==> src/rtl/gshare_local_predictor_pkg.sv <==
// Shared types and helper functions for the gshare/local branch predictor.
// Latency: n/a (types and pure functions only).
// Backpressure: n/a.
package pred_pkg;

  typedef enum logic {INIT = 1'b0, RUN = 1'b1} pred_state_e;

  typedef enum logic {HASH_CONCAT = 1'b0, HASH_XOR = 1'b1} hash_mode_e;

  // Next value of a ctr_bits-wide saturating counter (carried in 32 bits).
  function automatic logic [31:0] sat_ctr_next(input logic [31:0] ctr,
                                               input logic taken,
                                               input int unsigned ctr_bits);
    logic [31:0] max_v;
    max_v = (ctr_bits >= 32) ? 32'hFFFF_FFFF : ((32'd1 << ctr_bits) - 32'd1);
    if (taken) return (ctr == max_v) ? ctr : ctr + 32'd1;
    return (ctr == 32'd0) ? ctr : ctr - 32'd1;
  endfunction

  // Weakly-taken encoding: only the MSB set.
  function automatic logic [31:0] wt_value(input int unsigned ctr_bits);
    return 32'd1 << (ctr_bits - 1);
  endfunction

endpackage

==> src/rtl/gshare_local_predictor_if.sv <==
// Fetch-side predict port plus resolve-side update port and status outputs.
// Latency: n/a (signal bundle).
// Backpressure: none; update strobe is always accepted once tables are ready.
interface gshare_local_predictor_if;
  logic [31:0] read_pc;
  logic        prediction;
  logic        upd_valid;
  logic [31:0] upd_pc;
  logic        upd_taken;
  logic        upd_correct;
  logic        ready;
  logic [31:0] stat_updates;
  logic [31:0] stat_mispredicts;

  modport master (
    output read_pc, upd_valid, upd_pc, upd_taken,
    input  prediction, upd_correct, ready, stat_updates, stat_mispredicts
  );

  modport slave (
    input  read_pc, upd_valid, upd_pc, upd_taken,
    output prediction, upd_correct, ready, stat_updates, stat_mispredicts
  );
endinterface

==> src/rtl/gshare_local_predictor_init_sweeper.sv <==
// INIT/RUN sequencer: walks every table address once after reset, then flags ready.
// Latency: 2^SWEEP_BITS cycles from reset release to ready.
// Backpressure: none; reset at any point restarts the walk at address 0.
module pred_init_sweeper
  import pred_pkg::*;
#(
  parameter int unsigned SWEEP_BITS = 10
) (
  input  logic                  clk,
  input  logic                  rst_n,
  output logic [SWEEP_BITS-1:0] sweep_addr_o,
  output logic                  sweeping_o,
  output logic                  ready_o
);

  localparam logic [SWEEP_BITS-1:0] LAST_ADDR = '1;

  pred_state_e           state_q, state_d;
  logic [SWEEP_BITS-1:0] addr_q, addr_d;

  // State and sweep address registers
  always_ff @(posedge clk or negedge rst_n) begin
    if (!rst_n) begin
      state_q <= INIT;
      addr_q  <= '0;
    end else begin
      state_q <= state_d;
      addr_q  <= addr_d;
    end
  end

  // Next state: advance the address every INIT cycle, leave INIT after the last one
  always_comb begin
    state_d    = state_q;
    addr_d     = addr_q;
    sweeping_o = 1'b0;
    ready_o    = 1'b0;
    case (state_q)
      INIT: begin
        sweeping_o = 1'b1;
        addr_d     = addr_q + SWEEP_BITS'(1);
        if (addr_q == LAST_ADDR) state_d = RUN;
      end
      RUN: ready_o = 1'b1;
      default: state_d = INIT;
    endcase
  end

  assign sweep_addr_o = addr_q;

endmodule

==> src/rtl/gshare_local_predictor.sv <==
// Two-level branch predictor: GHR + per-PC local history index a table of saturating counters.
// Latency: prediction combinational (0 cycles); updates visible the cycle after upd_valid.
// Backpressure: none; updates ignored while the post-reset sweep runs. Optional stats: PRED_STATS_EN.
module gshare_local_predictor
  import pred_pkg::*;
#(
  parameter int unsigned PHT_IDX_BITS = 10,
  parameter int unsigned LHT_IDX_BITS = 8,
  parameter int unsigned GHR_BITS     = 4,
  parameter int unsigned LH_BITS      = 2,
  parameter int unsigned CTR_BITS     = 2,
  parameter hash_mode_e  HASH_MODE    = HASH_XOR
) (
  input  logic                     clk,
  input  logic                     rst_n,
  gshare_local_predictor_if.slave  bus
);

  localparam int unsigned SWEEP_BITS = (PHT_IDX_BITS > LHT_IDX_BITS) ? PHT_IDX_BITS : LHT_IDX_BITS;
  localparam int unsigned PHT_DEPTH  = 1 << PHT_IDX_BITS;
  localparam int unsigned LHT_DEPTH  = 1 << LHT_IDX_BITS;
  localparam logic [SWEEP_BITS:0] PHT_END = (SWEEP_BITS+1)'(PHT_DEPTH);
  localparam logic [SWEEP_BITS:0] LHT_END = (SWEEP_BITS+1)'(LHT_DEPTH);
  localparam logic [CTR_BITS-1:0] WT = CTR_BITS'(wt_value(CTR_BITS));

  if (GHR_BITS + LH_BITS > PHT_IDX_BITS) begin : g_bad_hist
    $error("GHR_BITS+LH_BITS must not exceed PHT_IDX_BITS");
  end
  if (CTR_BITS < 2) begin : g_bad_ctr
    $error("CTR_BITS must be at least 2");
  end

  logic [CTR_BITS-1:0] pht_q [PHT_DEPTH];
  logic [LH_BITS-1:0]  lht_q [LHT_DEPTH];
  logic [GHR_BITS-1:0] ghr_q;

  logic [SWEEP_BITS-1:0] sweep_addr;
  logic                  sweeping;
  logic                  run;

  pred_init_sweeper #(.SWEEP_BITS(SWEEP_BITS)) u_sweeper (
    .clk         (clk),
    .rst_n       (rst_n),
    .sweep_addr_o(sweep_addr),
    .sweeping_o  (sweeping),
    .ready_o     (run)
  );

  // Concatenate keeps low PC bits above the history; XOR folds history into the PC bits.
  function automatic logic [PHT_IDX_BITS-1:0] pht_index(input logic [PHT_IDX_BITS-1:0] base,
                                                         input logic [GHR_BITS-1:0] g,
                                                         input logic [LH_BITS-1:0] lh);
    logic [PHT_IDX_BITS-1:0] h;
    h = PHT_IDX_BITS'({g, lh});
    if (HASH_MODE == HASH_XOR) return base ^ h;
    return (base << (GHR_BITS + LH_BITS)) | h;
  endfunction

  logic [LHT_IDX_BITS-1:0] rd_lidx, up_lidx;
  logic [LH_BITS-1:0]      rd_lh, up_lh, up_lh_next;
  logic [PHT_IDX_BITS-1:0] rd_idx, up_idx;
  logic [CTR_BITS-1:0]     up_ctr, up_ctr_next;
  logic [GHR_BITS-1:0]     ghr_next;
  logic                    upd_fire;
  logic                    unused_pc_bits;

  assign rd_lidx = bus.read_pc[LHT_IDX_BITS+1:2];
  assign up_lidx = bus.upd_pc[LHT_IDX_BITS+1:2];
  assign rd_lh   = lht_q[rd_lidx];
  assign up_lh   = lht_q[up_lidx];
  assign rd_idx  = pht_index(bus.read_pc[PHT_IDX_BITS+1:2], ghr_q, rd_lh);
  assign up_idx  = pht_index(bus.upd_pc[PHT_IDX_BITS+1:2], ghr_q, up_lh);
  assign up_ctr  = pht_q[up_idx];

  assign up_ctr_next = CTR_BITS'(sat_ctr_next(32'(up_ctr), bus.upd_taken, CTR_BITS));
  assign up_lh_next  = LH_BITS'({bus.upd_taken, up_lh} >> 1);
  assign ghr_next    = GHR_BITS'({bus.upd_taken, ghr_q} >> 1);
  assign upd_fire    = run & bus.upd_valid;

  assign bus.prediction  = sweeping ? 1'b1 : pht_q[rd_idx][CTR_BITS-1];
  assign bus.upd_correct = run & (up_ctr[CTR_BITS-1] == bus.upd_taken);
  assign bus.ready       = run;
  assign unused_pc_bits  = ^{bus.read_pc, bus.upd_pc};

  // Table writes: sweep initialisation in INIT, trained update in RUN
  always_ff @(posedge clk) begin
    if (sweeping) begin
      if ({1'b0, sweep_addr} < PHT_END) pht_q[sweep_addr[PHT_IDX_BITS-1:0]] <= WT;
      if ({1'b0, sweep_addr} < LHT_END) lht_q[sweep_addr[LHT_IDX_BITS-1:0]] <= '0;
    end else if (upd_fire) begin
      pht_q[up_idx]  <= up_ctr_next;
      lht_q[up_lidx] <= up_lh_next;
    end
  end

  // Global history shifts in the newest outcome at the MSB
  always_ff @(posedge clk or negedge rst_n) begin
    if (!rst_n) ghr_q <= '0;
    else if (upd_fire) ghr_q <= ghr_next;
  end

`ifdef PRED_STATS_EN
  logic [31:0] stat_upd_q, stat_mis_q;

  // Saturating update / mispredict counters
  always_ff @(posedge clk or negedge rst_n) begin
    if (!rst_n) begin
      stat_upd_q <= '0;
      stat_mis_q <= '0;
    end else if (upd_fire) begin
      if (stat_upd_q != 32'hFFFF_FFFF) stat_upd_q <= stat_upd_q + 32'd1;
      if (!bus.upd_correct && stat_mis_q != 32'hFFFF_FFFF) stat_mis_q <= stat_mis_q + 32'd1;
    end
  end

  assign bus.stat_updates     = stat_upd_q;
  assign bus.stat_mispredicts = stat_mis_q;
`else
  assign bus.stat_updates     = '0;
  assign bus.stat_mispredicts = '0;
`endif

endmodule
==> src/flat_wrapper.sv <==
// flat-port wrapper written by rule: the top's interface ports become plain ports
module gshare_local_predictor_flat import pred_pkg::*;
#(
  parameter int unsigned PHT_IDX_BITS = 10,
  parameter int unsigned LHT_IDX_BITS = 8,
  parameter int unsigned GHR_BITS     = 4,
  parameter int unsigned LH_BITS      = 2,
  parameter int unsigned CTR_BITS     = 2,
  parameter hash_mode_e  HASH_MODE    = HASH_XOR
)
  (clk, rst_n, bus_read_pc, bus_upd_valid, bus_upd_pc, bus_upd_taken, bus_prediction, bus_upd_correct, bus_ready, bus_stat_updates, bus_stat_mispredicts);
  gshare_local_predictor_if bus_i ();
  input  logic clk;
  input  logic rst_n;
  input wire logic [$bits(bus_i.read_pc)-1:0] bus_read_pc;
  input wire logic [$bits(bus_i.upd_valid)-1:0] bus_upd_valid;
  input wire logic [$bits(bus_i.upd_pc)-1:0] bus_upd_pc;
  input wire logic [$bits(bus_i.upd_taken)-1:0] bus_upd_taken;
  output wire logic [$bits(bus_i.prediction)-1:0] bus_prediction;
  output wire logic [$bits(bus_i.upd_correct)-1:0] bus_upd_correct;
  output wire logic [$bits(bus_i.ready)-1:0] bus_ready;
  output wire logic [$bits(bus_i.stat_updates)-1:0] bus_stat_updates;
  output wire logic [$bits(bus_i.stat_mispredicts)-1:0] bus_stat_mispredicts;
  assign bus_i.read_pc = bus_read_pc;
  assign bus_i.upd_valid = bus_upd_valid;
  assign bus_i.upd_pc = bus_upd_pc;
  assign bus_i.upd_taken = bus_upd_taken;
  assign bus_prediction = bus_i.prediction;
  assign bus_upd_correct = bus_i.upd_correct;
  assign bus_ready = bus_i.ready;
  assign bus_stat_updates = bus_i.stat_updates;
  assign bus_stat_mispredicts = bus_i.stat_mispredicts;
  gshare_local_predictor #(.PHT_IDX_BITS(PHT_IDX_BITS), .LHT_IDX_BITS(LHT_IDX_BITS), .GHR_BITS(GHR_BITS), .LH_BITS(LH_BITS), .CTR_BITS(CTR_BITS), .HASH_MODE(HASH_MODE)) u_core (.clk(clk), .rst_n(rst_n), .bus(bus_i));
endmodule
==> config.mk <==
export PLATFORM = sky130hd
export DESIGN_NAME = gshare_local_predictor_flat
export DESIGN_NICKNAME = d
export VERILOG_FILES = /design/src/rtl/gshare_local_predictor_pkg.sv /design/src/rtl/gshare_local_predictor_if.sv /design/src/rtl/gshare_local_predictor_init_sweeper.sv /design/src/rtl/gshare_local_predictor.sv /design/src/flat_wrapper.sv
export SDC_FILE = /design/constraint.sdc
export NUM_CORES = 2
export LEC_CHECK = 0
export BUFFER_PORTS_ARGS = -buffer_cell sky130_fd_sc_hd__clkbuf_2
export CAP_MARGIN = 20
export CELL_PAD_IN_SITES_DETAIL_PLACEMENT = 1
export CELL_PAD_IN_SITES_GLOBAL_PLACEMENT = 2
export CORE_MARGIN = 4
export CORE_UTILIZATION = 30
export DETAILED_ROUTE_END_ITERATION = 10
export PLACE_DENSITY_LB_ADDON = 0.1
export SLEW_MARGIN = 20
export SYNTH_ARGS = -nofsm -noshare
export SYNTH_HDL_FRONTEND = slang
export SYNTH_SLANG_ARGS = --single-unit
==> constraint.sdc <==
create_clock -name clk -period 63.2 [get_ports clk]
set_clock_uncertainty 0.05 [all_clocks]
set_input_delay 3.16 -clock clk [delete_from_list [all_inputs] [get_ports clk]]
set_output_delay 3.16 -clock clk [all_outputs]
set_load 0.02 [all_outputs]
==> Implementation_results.wiki <==
{| class="wikitable"
! Metric !! Value
|-
| Max clock buf depth || 4
|-
| Dpl cells || 12.9k
|-
| Netlist area before placement || about 120000 sq um
|-
| Cell with the most instances on the worst path || sky130_fd_sc_hd__buf_4
|-
| Setup WS pre-CTS || 45.89 ns
|-
| Number of gates given a new drive strength after cts || 0
|-
| Worst relative slew slack || between 20% and 30%
|-
| Area added between synthesis and finish || 13.8%
|-
| Drt wl/cell || roughly 38 microns
|-
| Portion of total power attributed to combinational logic || around 7.5%
|-
| Flop pwr share || 46.8%
|-
| Sequential cell area fraction in the yosys report || between 60% and 70%
|-
| Pwr dens || between 20 and 30 nW/um^2
|-
| Starting Density || between 30% and 40%
|-
| Critical path's top delay family || simple AND/OR/NAND/NOR gates
|-
| Worst-case setup margin in the final layout || 46.19 ns
|-
| Number of vias per cell after detailed routing || between 5 and 6
|-
| CTS tree || built
|-
| Unrepaired setup endpoints after global routing || false
|-
| Total wirelength of the detailed-routed design || just over 500 mm
|-
| Total DRC errors in the routed layout || 0
|-
| Distinct cell type count after synthesis || 84
|-
| Layout cells sized above 1 || around a fifth
|-
| Synthesized area per cell || around 15 sq um
|-
| Crit path DAT || 13.80 ns
|-
| Worst setup path class || in -> out
|-
| Crit share post-route || between 20% and 30%
|-
| Detailed placer's ending HPWL || ~300 mm
|-
| Endpoint type of the worst setup path || output port
|-
| Peak supply drop || between 0.02 and 0.025 mV
|-
| Iter 0 DRT Violations || around 8.1k
|-
| Skew-Pair Late Insertion Delay || between 0.9 and 1 ns
|-
| Boundary pin count || around 140
|-
| Number of inserted filler cells in the final layout || about 40k
|-
| Post-layout utilization of the core || approximately a third
|-
| Top FF cell, synth || sky130_fd_sc_hd__edfxtp_1
|-
| Count of synthesis-stage warnings from yosys || 0
|-
| Crit path largest cell delay || 1.01 ns
|-
| Initial antenna violation count || 42
|-
| Least-Margin Pin Slew || between 1 and 1.5 ns
|-
| Layout Nets || between 8k and 9k
|-
| Total buffers and inverters traversed by the critical path || 6
|-
| Setup TNS after final layout || 0 ns
|-
| Shortest period the worst path allows || 17.01 ns
|-
| Cell type with the highest aggregate area in the netlist || sky130_fd_sc_hd__edfxtp_1
|-
| Kind of start point of the critical path || input pin
|-
| Worst-path maximum fanout || 58
|-
| Power spent charging and discharging nets || just under 1 mW
|-
| CP required || about 60 ns
|-
| Maximum level of the CTS H-tree || 5
|-
| Placed standard-cell area || around 130000 sq um
|-
| Count of port buffers added during placement || 26
|-
| Number of synthesized flops with an enable pin || roughly 2.6k
|-
| Top cells by area in the synthesized netlist || sky130_fd_sc_hd__edfxtp_1 65%, sky130_fd_sc_hd__mux4_2 14%, sky130_fd_sc_hd__nor2_1 4.4%, sky130_fd_sc_hd__mux2i_1 3.4%, sky130_fd_sc_hd__nand2_1 2.1%
|-
| Static Leak || between 40 and 50 nW
|-
| Hold buffer count at cts || 0
|-
| Synth Register Bits || about 2.6k
|-
| Vertical extent of the die || between 600 and 700 microns
|-
| Max Slew Vio Count || 0
|-
| Die area || between 400000 and 500000 sq um
|-
| Global router's overall resource usage || 24.6%
|-
| CP cell instances || clkbuf_8 -> buf_4 -> buf_4 -> mux4_2 -> mux2i_1 -> o21ai_0 -> a221oi_1 -> nor4_1 -> nand3_4 -> nand2_4 -> buf_4 -> buf_4 -> mux4_2 -> a22oi_1 -> a21oi_1 -> nor4_2 -> nor4_1 -> a31oi_1 -> o311ai_2 -> xnor2_1 -> and2_1 -> clkbuf_2
|-
| Die boundary width || 638 microns
|-
| Wire length of the first global-routing pass || around 700 mm
|-
| Root buffer selected by CTS || sky130_fd_sc_hd__clkbuf_16
|-
| Number of maximum-capacitance violations || 0
|-
| Pin count of the biggest net entering global routing || a little under 200
|-
| Overall via count from detail_route || ~77k
|-
| Highest Clock Rate || a little under 0.06 GHz
|-
| Part of the total power dissipated in the clock network || 45.7%
|-
| Top cell type's share of synthesized area || approximately 65%
|-
| Run status || finished clean
|-
| Final estimated routing congestion in global placement || roughly 0.81
|-
| Pre-antenna DRT Iters || 9
|-
| Cell area after layout || 135000 sq um
|-
| Buffers inserted by post-CTS timing repair || 0
|-
| Setup violators final || 0
|-
| Count of mapped cells out of synthesis || roughly 8k
|-
| Clock input transition at the sequential cells of the worst setup and hold paths || ~0.06 ns
|-
| Fraction of registers with async set or reset after synthesis || less than 1%
|-
| Final cell count without fillers || between 10k and 15k
|-
| Global route overflow || 0
|-
| Slowest cell on crit path || sky130_fd_sc_hd__nor4_2
|-
| TritonCTS Sinks || 2575
|-
| Area of the core || about 390000 sq um
|-
| Final Hold Violating Endpoints || 0
|-
| Min-Delay Path Class || reg -> reg
|-
| Number of nets with antenna violations after routing || 0
|-
| Number of buffers added by the clock tree synthesis step || 316
|-
| Setup slack on the worst flop-to-flop path || 51.14 ns
|-
| Number of global-route vias before repair || approximately 80k
|-
| Fraction of power spent switching nets || 24.5%
|-
| Internal Power || about 3.0 mW
|-
| Standard-cell row count || 230
|}
==> worst paths after layout <==
kind | end | cells after the start | from
worst max-delay path | bus_upd_correct | 22 | bus_upd_pc[2]
worst min-delay path | u_core.u_sweeper.sweep_addr_o[6] | 1 | u_core.u_sweeper.sweep_addr_o[6]
worst max register to register | u_core.pht_q[404][0] | 26 | u_core.lht_q[7][0]
worst min register to register | u_core.u_sweeper.sweep_addr_o[6] | 1 | u_core.u_sweeper.sweep_addr_o[6]
max in group asynchronous | u_core.u_sweeper.sweep_addr_o[6] | 1 | rst_n
min in group asynchronous | u_core.u_sweeper.sweep_addr_o[2] | 1 | rst_n
==> area by class of cell <==
| class | count | area, sq um | share of cell area (%) |
|---|---|---|---|
| multi-input combinational | 4732 | 39000 | 28.8 |
| clock buffer | 387 | 8310 | 6.14 |
| inverter | 17 | 68.8 | 0.0508 |
| antenna | 9 | 22.5 | 0.0166 |
| timing repair buffer | 315 | 2570 | 1.90 |
| tap | 5220 | 6530 | 4.82 |
| clock inverter | 173 | 1670 | 1.24 |
| sequential | 2575 | 77200 | 57.1 |
==> cell usage in the layout (no fill, tap or decap), types with 112 or more instances in the layout <==
master / netlist / layout
sky130_fd_sc_hd__nand2_1: 660 / 607
sky130_fd_sc_hd__a22oi_1: 112 / 112
sky130_fd_sc_hd__mux2i_1: 407 / 407
sky130_fd_sc_hd__nor2_1: 1390 / 1373
sky130_fd_sc_hd__clkbuf_16: 0 / 322
sky130_fd_sc_hd__a21oi_1: 193 / 192
sky130_fd_sc_hd__edfxtp_1: 2560 / 2560
sky130_fd_sc_hd__buf_4: 140 / 270
sky130_fd_sc_hd__mux4_2: 715 / 715
sky130_fd_sc_hd__nand3_1: 191 / 188
==> flip-flops by register name (all words and copies together) (netlist names) <==
signal and flops:
u_core.u_sweeper.state_q 1, u_core.ghr_q 4, u_core.lht_q 512, u_core.pht_q 2048
u_core.u_sweeper.sweep_addr_o 10
==> synthesized netlist by cell type, types with 27 or more instances <==
cell                       count
sky130_fd_sc_hd__nor4_1       31
sky130_fd_sc_hd__nand2_1     660
sky130_fd_sc_hd__mux2_2       33
sky130_fd_sc_hd__a221oi_1     45
sky130_fd_sc_hd__mux2i_1     407
sky130_fd_sc_hd__a211oi_1     72
sky130_fd_sc_hd__buf_4       140
sky130_fd_sc_hd__o221ai_1     44
sky130_fd_sc_hd__a31oi_1     110
sky130_fd_sc_hd__a21oi_1     193
sky130_fd_sc_hd__buf_1        31
sky130_fd_sc_hd__mux4_2      715
sky130_fd_sc_hd__a22oi_1     112
sky130_fd_sc_hd__buf_6        37
sky130_fd_sc_hd__nand3_1     191
sky130_fd_sc_hd__and3_1       27
sky130_fd_sc_hd__edfxtp_1   2560
sky130_fd_sc_hd__o21ai_0      82
sky130_fd_sc_hd__buf_2       136
sky130_fd_sc_hd__nor3_1       42
sky130_fd_sc_hd__o211ai_1     52
sky130_fd_sc_hd__and2_1       36
sky130_fd_sc_hd__nor2_1     1390
sky130_fd_sc_hd__o22ai_1      92
sky130_fd_sc_hd__nor2b_1      33
sky130_fd_sc_hd__clkbuf_1    397
==> stage by stage <==
step | hold slack [ns] | power [mW]
2_1_floorplan | 0.436 | 2.06
3_3_place_gp | 0.480 | 2.18
3_5_place_dp | 0.494 | 2.18
4_1_cts | 0.506 | 3.99
5_1_grt | 0.535 | 4.06
6_report | 0.512 | 3.95
==> per-layer routing <==
| layer | GRT usage, % | vias up | wire, microns |
|---|---|---|---|
| met3 | 3.11 | 708 | 27300 |
| met5 | 0 | - | 78 |
| met1 | 34.1 | 42425 | 224000 |
| li1 | - | 31141 | - |
| met4 | 7.95 | 10 | 18400 |
| met2 | 40.0 | 2642 | 242000 |
==> power by group through the flow <==
stage	Combinational [mW]	Clock (mW)	Sequential [mW]
2_1_floorplan	0.171	0	1.88
3_3_place_gp	0.297	0	1.88
3_5_place_dp	0.297	0	1.88
4_1_cts	0.298	1.84	1.85
5_1_grt	0.304	1.91	1.85
6_report	0.295	1.80	1.85
==> kinds of logic (layout without fill, tap and decap cells) <==
family / count (synthesis) / after routing / synth area share [%]
and+or+nand+nor: 2497 / 2497 / 8.64
buffers and inverters: 758 / 892 / 3.21
xor gates and xnor gates: 29 / 29 / 0.226
DFF: 2575 / 2575 / 64.9
other: 1 / 73 / 0.00315
AOI/OAI and AO/OA: 985 / 985 / 5.68
muxes: 1156 / 1156 / 17.3
adders and majority gates: 1 / 1 / 0.0105
Note: power is estimated with default switching activity, not from simulation.
